==> src/rtl/pingpong_xfer_engine.sv <==
// Ping-pong staging buffer to banked SRAM copy engine, single-bank or round-robin striping.
// Optional XFER_STALL_EN adds a stall input that pauses read issue without losing words.
module pingpong_xfer_engine #(
    parameter int DATA_W    = 128,
    parameter int BUF_AW    = 7,
    parameter int SRAM_AW   = 7,
    parameter int NUM_BANKS = 64,
    parameter int BANK_IW   = 6
) (
    input  logic                 clk,
    input  logic                 rst,
    input  logic                 start,
    input  logic                 buf_sel,
    input  logic [BUF_AW-1:0]    buf_addr_start,
    input  logic [BUF_AW-1:0]    buf_addr_end,
    input  logic [SRAM_AW-1:0]   sram_addr_start,
    input  logic [BANK_IW-1:0]   bank_start,
    input  logic                 bank_mode,
`ifdef XFER_STALL_EN
    input  logic                 stall,
`endif
    output logic                 busy,
    output logic                 done,
    output logic                 err,
    output logic [1:0]           buf_cen,
    output logic [1:0]           buf_oen,
    output logic [BUF_AW-1:0]    buf_a,
    input  logic [DATA_W-1:0]    buf_do0,
    input  logic [DATA_W-1:0]    buf_do1,
    output logic [NUM_BANKS-1:0] sram_cen,
    output logic [NUM_BANKS-1:0] sram_wen,
    output logic [SRAM_AW-1:0]   sram_a,
    output logic [DATA_W-1:0]    sram_di
);

    typedef enum logic [1:0] {S_IDLE, S_READ, S_DRAIN, S_DONE} state_t;

    localparam logic [BANK_IW-1:0] LAST_BANK = BANK_IW'(NUM_BANKS - 1);

    state_t               state_q, state_d;
    logic                 sel_q, sel_d;
    logic                 mode_q, mode_d;
    logic [BUF_AW-1:0]    end_q, end_d;
    logic [BUF_AW-1:0]    rd_ptr_q, rd_ptr_d;
    logic [SRAM_AW-1:0]   wr_addr_q, wr_addr_d;
    logic [BANK_IW-1:0]   wr_bank_q, wr_bank_d;
    logic                 wr_valid_q, wr_valid_d;
    logic                 err_q, err_d;
    logic                 stall_w;
    logic                 issue;

`ifdef XFER_STALL_EN
    assign stall_w = stall;
`else
    assign stall_w = 1'b0;
`endif

    assign issue = (state_q == S_READ) && !stall_w;

    always_comb begin
        // NOTE: every _d gets its current value first so no path leaves a latch.
        state_d    = state_q;
        sel_d      = sel_q;
        mode_d     = mode_q;
        end_d      = end_q;
        rd_ptr_d   = rd_ptr_q;
        wr_addr_d  = wr_addr_q;
        wr_bank_d  = wr_bank_q;
        err_d      = err_q;
        wr_valid_d = issue;

        // Destination advances after each completed write.
        if (wr_valid_q) begin
            if (!mode_q) begin
                wr_addr_d = wr_addr_q + SRAM_AW'(1);
            end else if (wr_bank_q == LAST_BANK) begin
                wr_bank_d = '0;
                wr_addr_d = wr_addr_q + SRAM_AW'(1);
            end else begin
                wr_bank_d = wr_bank_q + BANK_IW'(1);
            end
        end

        unique case (state_q)
            S_IDLE: begin
                if (start) begin
                    if (buf_addr_end >= buf_addr_start) begin
                        sel_d     = buf_sel;
                        mode_d    = bank_mode;
                        end_d     = buf_addr_end;
                        rd_ptr_d  = buf_addr_start;
                        wr_addr_d = sram_addr_start;
                        wr_bank_d = bank_start;
                        err_d     = 1'b0;
                        state_d   = S_READ;
                    end else begin
                        err_d   = 1'b1;
                        state_d = S_DONE;
                    end
                end
            end
            S_READ: begin
                if (issue) begin
                    rd_ptr_d = rd_ptr_q + BUF_AW'(1);
                    if (rd_ptr_q == end_q) state_d = S_DRAIN;
                end
            end
            S_DRAIN: state_d = S_DONE;
            S_DONE:  state_d = S_IDLE;
            default: state_d = S_IDLE;
        endcase
    end

    always_ff @(posedge clk or posedge rst) begin
        if (rst) begin
            state_q    <= S_IDLE;
            sel_q      <= 1'b0;
            mode_q     <= 1'b0;
            end_q      <= '0;
            rd_ptr_q   <= '0;
            wr_addr_q  <= '0;
            wr_bank_q  <= '0;
            wr_valid_q <= 1'b0;
            err_q      <= 1'b0;
        end else begin
            state_q    <= state_d;
            sel_q      <= sel_d;
            mode_q     <= mode_d;
            end_q      <= end_d;
            rd_ptr_q   <= rd_ptr_d;
            wr_addr_q  <= wr_addr_d;
            wr_bank_q  <= wr_bank_d;
            wr_valid_q <= wr_valid_d;
            err_q      <= err_d;
        end
    end

    always_comb begin
        buf_cen = 2'b11;
        buf_oen = 2'b11;
        if (issue) begin
            buf_cen[sel_q] = 1'b0;
            buf_oen[sel_q] = 1'b0;
        end
    end

    assign busy     = (state_q == S_READ) || (state_q == S_DRAIN);
    assign done     = (state_q == S_DONE);
    assign err      = err_q;
    assign buf_a    = rd_ptr_q;
    assign sram_a   = wr_addr_q;
    // Write data is forced to zero outside a write so reset leaves the bus quiet.
    assign sram_di  = wr_valid_q ? (sel_q ? buf_do1 : buf_do0) : '0;
    assign sram_cen = wr_valid_q ? ~(NUM_BANKS'(1) << wr_bank_q) : '1;
    assign sram_wen = sram_cen;

endmodule

==> config.mk <==
export PLATFORM = sky130hd
export DESIGN_NAME = pingpong_xfer_engine
export DESIGN_NICKNAME = d
export VERILOG_FILES = /design/src/rtl/pingpong_xfer_engine.sv
export SDC_FILE = /design/constraint.sdc
export NUM_CORES = 1
export LEC_CHECK = 0
export CAP_MARGIN = 20
export CORE_AREA = 2 2 217 219
export DETAILED_ROUTE_END_ITERATION = 8
export DIE_AREA = 0 0 219 221
export DONT_BUFFER_PORTS = 1
export GPL_ROUTABILITY_DRIVEN = 0
export HOLD_SLACK_MARGIN = 0.05
export SLEW_MARGIN = 20
export SYNTH_ARGS = -nofsm -noshare
export SYNTH_HDL_FRONTEND = slang
export SYNTH_SLANG_ARGS = --single-unit
export TNS_END_PERCENT = 5
==> constraint.sdc <==
create_clock -name clk -period 4.7 [get_ports clk]
set_clock_uncertainty 0.15 [all_clocks]
set_input_delay 0.94 -clock clk [delete_from_list [all_inputs] [get_ports clk]]
set_output_delay 0.94 -clock clk [all_outputs]
set_load 0.05 [all_outputs]
==> impl_metrics.json, run 1 <==
{
  "seqPwrFrac_pct": 19.0,
  "pwr-share-clk_pct": 6.8,
  "hpwlAfterDp_um": 25810,
  "syn_inst": 683,
  "start_kind": "flop",
  "rrSetupSlack_ns": 2.21,
  "hold_path_depth": 2,
  "antenna_found_initial": 6,
  "met1_usage_pct": 13.23,
  "max_clock_freq_mhz": 266.2,
  "mappedNetlistNets": 991,
  "synth_edf_count": 0,
  "synth_area_per_cell_um2": 7.161,
  "cts_resized": 0,
  "power_density_nw_per_um2": 798.0,
  "yosysSeqAreaShare_pct": 16.88,
  "critical_path.max_fanout": 76,
  "synthArstFlopShare_pct": 100.0,
  "hold_viol": 0,
  "clkTransAtPathRegs_ns": 0.05,
  "setup_violations": 0,
  "r2r_cells": 6,
  "end_kind": "output pin",
  "cellLeakagePower_nw": 2.321,
  "vias": 4971,
  "holdCritPathClass": "reg2reg",
  "ys_types": 42,
  "routed_via_density": 3.875,
  "cts_buffer_depth": 2,
  "route.detailed.drc": 0,
  "drtAntennaViolNets": 0,
  "cts_buffers": 5,
  "min_to": "end_q[5]$_DFFE_PP0P_",
  "synth-main-ff-cell": "dfrtp_1",
  "wl_per_cell_um": 22.67,
  "slowest_delay_ns": 0.72,
  "grt_busiest_layer": "met2",
  "tns_ns": 0,
  "critPathRequiredTime_ns": 3.61,
  "p_sw_share_pct": 68.48,
  "areaGrowthSynthToFinish_pct": 19.52,
  "worstMarginPinSlew_ns": 1.137,
  "grt-ovfl-total": 0,
  "cp_slowest_cell": "nor2_1",
  "htreeDepth": 2,
  "dieArea_um2": 48400,
  "start_util_pct": 10.62,
  "grt_max_degree": 114,
  "path_cells": "buf_12 > buf_12 > mux2i_1 > nor2_1",
  "grt_use_met3_pct": 5.787,
  "grt_pass1_vias": 4796,
  "ctsHoldBuffers": 0,
  "drt_wl_total_um": 29080,
  "synth_area_um2": 4891,
  "port_buffers": 0,
  "dr.pass1.iters": 5,
  "fp-row-count": 79,
  "slew_violations": 0,
  "cts.sinks": 33,
  "outcome": "finished clean",
  "die_w_um": 219,
  "combPwrFrac_pct": 74.2,
  "rsz0062_at_grt": "no",
  "cts_setup_buffers": 0,
  "critPathKind": "reg2out",
  "drtIter0Drc": 358,
  "gr-usage-all-layers_pct": 10.95,
  "hp-start": "end_q[5]$_DFFE_PP0P_",
  "root_buffer": "clkbuf_16",
  "relSlewSlack_pct": 24.02,
  "period_share_pct": 79.92,
  "ir_drop_uv": 529.0,
  "ys_ff_latch": 33,
  "globalRouteMet2Util_pct": 16.93,
  "drive_gt1_share_pct": 16.39,
  "ios": 565,
  "grt_pass1_wl_um": 37710,
  "arrival_ns": 2.67,
  "switching_power_mw": 3.194,
  "fin_nets": 978,
  "worstReg2RegEnd": "sram_a[6]$_DFF_PP0_",
  "clk_latency_ns": 0.28,
  "cts_tree": "done",
  "cap_violations": 0,
  "crit_path_frequent_cell": "buf_12",
  "r2r-start": "wr_bank_q[3]$_DFF_PP0_",
  "cell_internal_pwr_mw": 1.470,
  "min_period_ns": 3.756,
  "dieHeight_um": 221,
  "core_um2": 46060,
  "yosys_warnings": 0,
  "p_total_mw": 4.665
}
==> stage by stage <==
step           instance area [µm²]  hold slack [ns]  utilization (%)  std cells  setup slack (ns)
4_1_cts                       5831           0.3487            12.66       1278            0.9703
5_1_grt                       5838           0.3741            12.67       1280            0.8228
6_report                      5846           0.3397            12.69       1283            0.9439
3_5_place_dp                  5692           0.3347            12.36       1270             1.276
2_1_floorplan                 4891           0.3126                -        683             1.614
3_3_place_gp                  5692           0.3318            12.36       1270             1.340
==> per-layer routing <==
layer / routed length (µm) / share of wire [%]
met3: 4351 / 15
met1: 11390 / 39
met5: 38 / 0.13
met2: 12740 / 44
met4: 557 / 1.9
==> cell type report <==
type / count / area, µm²
Multi-Input combinational cell: 522 / 3318
Sequential cell: 33 / 829.5
Clock inverter: 2 / 10.01
Clock buffer: 6 / 128.9
Timing Repair Buffer: 91 / 720.7
Fill cell: 5350 / 40220
Antenna cell: 5 / 12.51
Tap cell: 607 / 759.5
Inverter: 17 / 66.31
==> Yosys cell counts, types with 2 or more instances <==
cell,instances,area (µm²)
buf_4,66,495.5
mux2i_1,132,1321
nor3_1,7,35.03
clkbuf_1,28,105.1
and3_1,8,50.05
buf_6,3,33.78
nand2b_1,2,12.51
nor2_1,145,544.3
dfrtp_1,33,825.8
buf_1,5,18.77
inv_1,17,63.81
and2_1,10,62.56
nand4_1,6,37.54
xnor2_1,8,70.07
a211oi_1,2,15.01
nand2_1,106,397.9
buf_2,9,45.04
o221a_2,2,22.52
xor2_1,7,61.31
ha_1,20,250.2
a221o_1,2,20.02
nand3_1,15,75.07
nor2b_1,6,37.54
o22ai_1,2,12.51
a21oi_1,10,50.05
o21ai_0,16,80.08
==> layout by cell type, fill, tap and decap left out, drive strengths merged, types with 2 or more instances in the layout <==
| master | Yosys | layout |
|---|---|---|
| a21oi | 10 | 10 |
| xnor2 | 8 | 8 |
| and2 | 10 | 10 |
| xor2 | 7 | 7 |
| nand2b | 3 | 3 |
| nor2 | 145 | 145 |
| buf | 83 | 91 |
| ha | 20 | 20 |
| a221o | 2 | 2 |
| inv | 17 | 17 |
| o21ai | 17 | 17 |
| clkinv | 0 | 2 |
| nand3 | 15 | 15 |
| nand4 | 6 | 6 |
| a211oi | 3 | 3 |
| mux2i | 132 | 132 |
| o22ai | 2 | 2 |
| clkbuf | 28 | 6 |
| nand2 | 106 | 106 |
| nor2b | 6 | 6 |
| and3 | 8 | 8 |
| dfrtp | 33 | 33 |
| nor3 | 7 | 7 |
| o221a | 2 | 2 |
| diode | 0 | 5 |
==> sequential cells by signal, indices dropped and copies added (netlist names) <==
| register | cells |
|---|---|
| buf_a | 7 |
| mode_q | 1 |
| wr_valid_q | 1 |
| sram_a | 7 |
| wr_bank_q | 6 |
| end_q | 7 |
| err | 1 |
| state_q | 2 |
| sel_q | 1 |
==> power by group through the flow <==
| stage | Clock, mW | Combinational, mW | Sequential, mW |
|---|---|---|---|
| final | 0.317 | 3.46 | 0.887 |
| after global routing | 0.339 | 3.64 | 0.919 |
| after CTS | 0.324 | 3.47 | 0.885 |
| after detailed placement | 0 | 3.46 | 0.891 |
| after global placement | 0 | 3.43 | 0.880 |
| after floorplan | 0 | 2.87 | 0.748 |
==> logic make-up after synthesis <==
group / after synthesis / share of synthesized area, %
AND/OR/NAND/NOR: 310 / 26.48
multiplexers: 133 / 27.24
buffers and inverters: 128 / 15.58
AO/OA/AOI/OAI: 44 / 6.012
flip-flops: 33 / 16.88
adder cells (fa/ha/maj): 20 / 5.116
XOR/XNOR: 15 / 2.686
==> worst max-delay path, delay by kind of cell, from the launching register on <==
kind | cells | cell delay, ns
muxes | 1 | 0.12
buffers and inverters | 2 | 0.74
and+or+nand+nor | 1 | 0.72
DFF | 1 | 0.66
==> worst max-delay path by stage <==
stage	startpoint	end	slack (ns)	cells past startpoint
floorplan	wr_bank_q[4]$_DFF_PP0_	sram_wen[36]	1.61	5
global placement	buf_addr_end[0]	buf_a[1]$_DFFE_PP0P_	1.34	8
detailed placement	sel_q$_DFFE_PP0P_	sram_di[45]	1.28	4
global route	sel_q$_DFFE_PP0P_	sram_di[45]	0.82	4
finish	sel_q$_DFFE_PP0P_	sram_di[45]	0.94	4
CTS	sel_q$_DFFE_PP0P_	sram_di[45]	0.97	4
Note: power is estimated with default switching activity, not from simulation.
==> run 2, diff against run 1 <==
==> constraint.sdc (replaced) <==
create_clock -name clk -period 3.9 [get_ports clk]
set_clock_uncertainty 0.15 [all_clocks]
set_input_delay 0.78 -clock clk [delete_from_list [all_inputs] [get_ports clk]]
set_output_delay 0.78 -clock clk [all_outputs]
set_load 0.05 [all_outputs]
==> run 2 against run 1 <==
Effect of this change: critical path depth rose by 1; wire length increased by 2.0%; via count is 7.8% higher; first-iteration DRC count down 5.9%; non-clock buffer count rose by 81; clock-buffer cell count grew 1; critical endpoint is now sram_wen[39]; register-to-register slack lost 0.71 ns; hold slack lost 0.014 ns; sequential power grew 16%; flip-flop and latch count unchanged; combinational power rose by 27%; cell count is 6.1% higher.
==> impl_metrics.json, run 2 (synthesized netlist as in run 1, its figures left out) <==
{
  "outcome": "finished clean",
  "min_period_ns": 3.339,
  "r2r_cells": 6,
  "antenna_found_initial": 3,
  "vias": 5358,
  "crit_buf_inv": 1,
  "hpwlAfterDp_um": 25930,
  "drtIter0Drc": 337,
  "hold_viol": 0,
  "slew_violations": 0,
  "period_share_pct": 85.61,
  "worstReg2RegEnd": "sram_a[5]$_DFF_PP0_",
  "cts_tree": "done",
  "setup_violations": 0,
  "instances_no_fill": 1361,
  "mostFrequentLayoutCells": "buf_4 (167), nor2_1 (144), mux2i_1 (132)",
  "globalRouteMet2Util_pct": 17.17,
  "dieHeight_um": 221,
  "fillers": 5300,
  "cts_resized": 0,
  "drtAntennaViolNets": 0,
  "grt_pass1_wl_um": 38830,
  "drive_gt1_share_pct": 25.27,
  "max_clock_freq_mhz": 299.5,
  "dieArea_um2": 48400,
  "relSlewSlack_pct": 34.99,
  "dr.pass1.iters": 5,
  "critPathTopFamily": "simple AND/OR/NAND/NOR gates",
  "multi_input_area_um2": 3316,
  "route.detailed.drc": 0,
  "worstMarginPinSlew_ns": 0.9728,
  "ir_drop_uv": 400.4,
  "path_cells": "ha_1 > ha_1 > nor2b_1 > nand2_1 > buf_4",
  "clkTransAtPathRegs_ns": 0.06,
  "cts_buffer_depth": 2,
  "holdCritPathClass": "in2async",
  "slowest_delay_ns": 0.47,
  "met1_usage_pct": 13.60,
  "root_buffer": "clkbuf_16",
  "cts.sinks": 33,
  "routed_via_density": 3.937,
  "clk_latency_ns": 0.28,
  "grt_pass1_vias": 5061,
  "cp_slowest_cell": "nand2_1",
  "r2r-start": "wr_bank_q[3]$_DFF_PP0_",
  "critPathKind": "reg2out",
  "rrSetupSlack_ns": 1.50,
  "cap_violations": 0,
  "critical_path.max_fanout": 6,
  "gr-usage-all-layers_pct": 11.17,
  "power_density_nw_per_um2": 898.1,
  "cts_buffers": 5,
  "start_kind": "flop",
  "die_w_um": 219,
  "htreeDepth": 2,
  "grt_busiest_layer": "met2",
  "grt_max_degree": 130,
  "tns_ns": 0,
  "drt_wl_total_um": 29660,
  "start_util_pct": 10.62,
  "port_buffers": 0,
  "grt_use_met3_pct": 5.388,
  "core_um2": 46060,
  "ctsHoldBuffers": 0,
  "fp-row-count": 79,
  "fin_nets": 1059,
  "wl_per_cell_um": 21.79,
  "crit_path_frequent_cell": "ha_1",
  "end_kind": "output pin",
  "arrival_ns": 2.41,
  "cellLeakagePower_nw": 2.722,
  "rsz0062_at_grt": "no",
  "ios": 565,
  "final_common_cell": "buf_4",
  "register_area_um2": 829.5,
  "grt-ovfl-total": 0,
  "critPathRequiredTime_ns": 2.97,
  "post-place-cells": 1351,
  "cts_setup_buffers": 0,
  "areaGrowthSynthToFinish_pct": 32.49
}
run 2: cell count changes in the layout (fill, tap and decap cells not counted), sizes merged:
cell,delta
buf,+81
diode,-3
clkinv,-2
clkbuf,+1
clkinvlp,+1
run 2: power breakdown:
part	internal, mW	switching, mW	total, mW
clock network	0.254	0.151	0.405
registers	0.502	0.523	1.03
logic	1.23	3.16	4.39
run 2: layer usage:
| layer | vias to the layer above | part of all wire (%) |
|---|---|---|
| met5 | - | 0.044 |
| met3 | 59 | 13 |
| met1 | 2523 | 40 |
| met2 | 431 | 44 |
| met4 | 2 | 2.9 |
| li1 | 2343 | - |
run 2: worst max path at each step:
stage	start	end	cells past startpoint
finish	wr_bank_q[0]$_DFF_PP0_	sram_wen[39]	5
global route	wr_bank_q[0]$_DFF_PP0_	sram_wen[39]	5
CTS	wr_bank_q[0]$_DFF_PP0_	sram_wen[39]	5
detailed placement	buf_addr_end[0]	buf_a[1]$_DFFE_PP0P_	9
global placement	buf_addr_end[0]	buf_a[1]$_DFFE_PP0P_	9
floorplan	wr_bank_q[4]$_DFF_PP0_	sram_wen[36]	5
run 2: stage by stage:
stage	setup WS (ns)	util, %	cell area, µm²	power, mW	hold slack, ns
CTS	0.5962	14.06	6475	5.850	0.3499
global route	0.5004	14.07	6480	6.140	0.3673
global placement	0.9231	13.73	6325	5.345	0.3324
detailed placement	0.8971	13.73	6325	5.429	0.3352
floorplan	0.9740	-	4891	4.357	0.3126
finish	0.5611	14.07	6480	5.820	0.3254
run 2: layout make-up:
class | instances | share of cell area, %
clock inverter | 1 | 0.1159
multi-input combinational | 522 | 51.17
clock buffer | 7 | 2.201
antenna | 2 | 0.07724
sequential | 33 | 12.80
inverter | 17 | 1.023
timing repair buffer | 172 | 20.89
tap | 607 | 11.72
==> run 3, diff against run 2 <==
--- a/config.mk
+++ b/config.mk
@@ -6,9 +6,9 @@
 export NUM_CORES = 1
 export LEC_CHECK = 0
 export CAP_MARGIN = 20
-export CORE_AREA = 2 2 217 219
+export CORE_AREA = 4 4 219 221
 export DETAILED_ROUTE_END_ITERATION = 8
-export DIE_AREA = 0 0 219 221
+export DIE_AREA = 0 0 223 225
 export DONT_BUFFER_PORTS = 1
 export GPL_ROUTABILITY_DRIVEN = 0
 export HOLD_SLACK_MARGIN = 0.05
==> run 3 against run 2 <==
Effect of this change: first-iteration DRC count is 5.9% higher; sequential share of layout area decreased by 0.47 points; sequential power is 9% higher; clock power is 1% higher; die area increased by 3.7%; critical path depth fell by 1; clock-buffer cell count is the same.
==> impl_metrics.json, run 3 (synthesized netlist as in run 1, its figures left out) <==
{
  "cts_tree": "done",
  "drtIter0Drc": 357,
  "stdcell_area_um2": 6725,
  "cts_resized": 0,
  "antenna_found_initial": 4,
  "cts_setup_buffers": 0,
  "hold_viol": 0,
  "critPathKind": "reg2out",
  "fillers": 5242,
  "critPathRequiredTime_ns": 2.97,
  "routed_via_density": 3.850,
  "gr-usage-all-layers_pct": 10.41,
  "register_area_um2": 829.5,
  "multi_input_area_um2": 3316,
  "fin_nets": 1090,
  "dieArea_um2": 50180,
  "setup_ws_ns": 0.4778,
  "p_total_mw": 6.047,
  "relSlewSlack_pct": 36.14,
  "place_ws_ns": 0.6656,
  "arrival_ns": 2.49,
  "holdCritPathClass": "in2async",
  "cts_buffers": 5,
  "start_kind": "flop",
  "drive_gt1_share_pct": 28.22,
  "cts.sinks": 33,
  "grt_pass1_vias": 5201,
  "ir_drop_uv": 525.5,
  "clk_latency_ns": 0.28,
  "max_clock_freq_mhz": 292.2,
  "route.detailed.drc": 0,
  "tns_ns": 0,
  "areaGrowthSynthToFinish_pct": 37.50,
  "rrSetupSlack_ns": 1.39,
  "dr.pass1.iters": 5,
  "end_kind": "output pin",
  "setup_violations": 0,
  "final_common_cell": "buf_4",
  "wl_per_cell_um": 21.14,
  "slew_violations": 0,
  "hpwlAfterDp_um": 25800,
  "clkTransAtPathRegs_ns": 0.06,
  "min_period_ns": 3.422,
  "vias": 5359,
  "grt_pass1_wl_um": 38720,
  "start_util_pct": 10.60,
  "port_buffers": 0,
  "cts_buffer_depth": 2,
  "htreeDepth": 2,
  "cap_violations": 0,
  "core_um2": 46160,
  "outcome": "finished clean",
  "die_w_um": 223,
  "period_share_pct": 87.75,
  "ios": 565,
  "cellLeakagePower_nw": 2.892,
  "worstMarginPinSlew_ns": 0.9556,
  "fin_util_pct": 14.57,
  "ctsHoldBuffers": 0,
  "dieHeight_um": 225,
  "instances_no_fill": 1392,
  "grt_max_degree": 130,
  "root_buffer": "clkbuf_16",
  "grt-ovfl-total": 0,
  "fp-row-count": 79,
  "drt_wl_total_um": 29430,
  "mostFrequentLayoutCells": "buf_4 (197), nor2_1 (144), mux2i_1 (132)",
  "post-place-cells": 1382,
  "dpl-instance-area_um2": 6570,
  "rsz0062_at_grt": "no",
  "critical_path.max_fanout": 51,
  "drtAntennaViolNets": 0,
  "power_density_nw_per_um2": 899.1,
  "worst_hold_slack_ns": 0.3383
}
==> run 3: cell types whose count changed in the layout (fill, tap and decap cells not counted), sizes merged <==
cell / change
buf: +31
==> run 3: layer usage <==
layer	vias to the layer above	global-route usage, %	share of wire, %	wire (µm)
met5	-	0	0.044	13
met2	417	16.33	45	13340
met1	2502	12.47	38	11120
met4	2	2.704	2.6	771
met3	42	5.653	14	4195
li1	2396	-	-	-
==> run 3: where the power goes <==
group / internal [mW] / switching (mW) / total (mW)
registers: 0.499 / 0.622 / 1.12
clock network: 0.254 / 0.155 / 0.410
logic: 1.38 / 3.14 / 4.52
==> run 3: path summary, 6_finish.rpt <==
check | startpoint | endpoint | depth (start not counted)
worst max-delay path | sel_q$_DFFE_PP0P_ | sram_di[57] | 4
worst min-delay path | rst | end_q[6]$_DFFE_PP0P_ | 2
worst max register to register | wr_bank_q[3]$_DFF_PP0_ | sram_a[6]$_DFF_PP0_ | 6
worst min register to register | end_q[5]$_DFFE_PP0P_ | end_q[5]$_DFFE_PP0P_ | 2
max in group asynchronous | rst | sel_q$_DFFE_PP0P_ | 2
min in group clk | end_q[5]$_DFFE_PP0P_ | end_q[5]$_DFFE_PP0P_ | 2
==> run 3: area by class of cell <==
| cell class | instances | area share (%) |
|---|---|---|
| Timing Repair Buffer | 203 | 23.78 |
| Inverter | 17 | 0.9860 |
| Clock inverter | 1 | 0.1116 |
| Clock buffer | 7 | 2.121 |
| Multi-Input combinational cell | 522 | 49.30 |
| Sequential cell | 33 | 12.33 |
| Antenna cell | 2 | 0.07442 |
| Tap cell | 607 | 11.29 |
==> run 3: worst max-delay path, stage by stage (launching register included) <==
cell and delay (ns):
dfrtp_4 0.98, buf_12 0.37, mux2i_1 0.39, nor2_1 0.10
buf_4 0.22
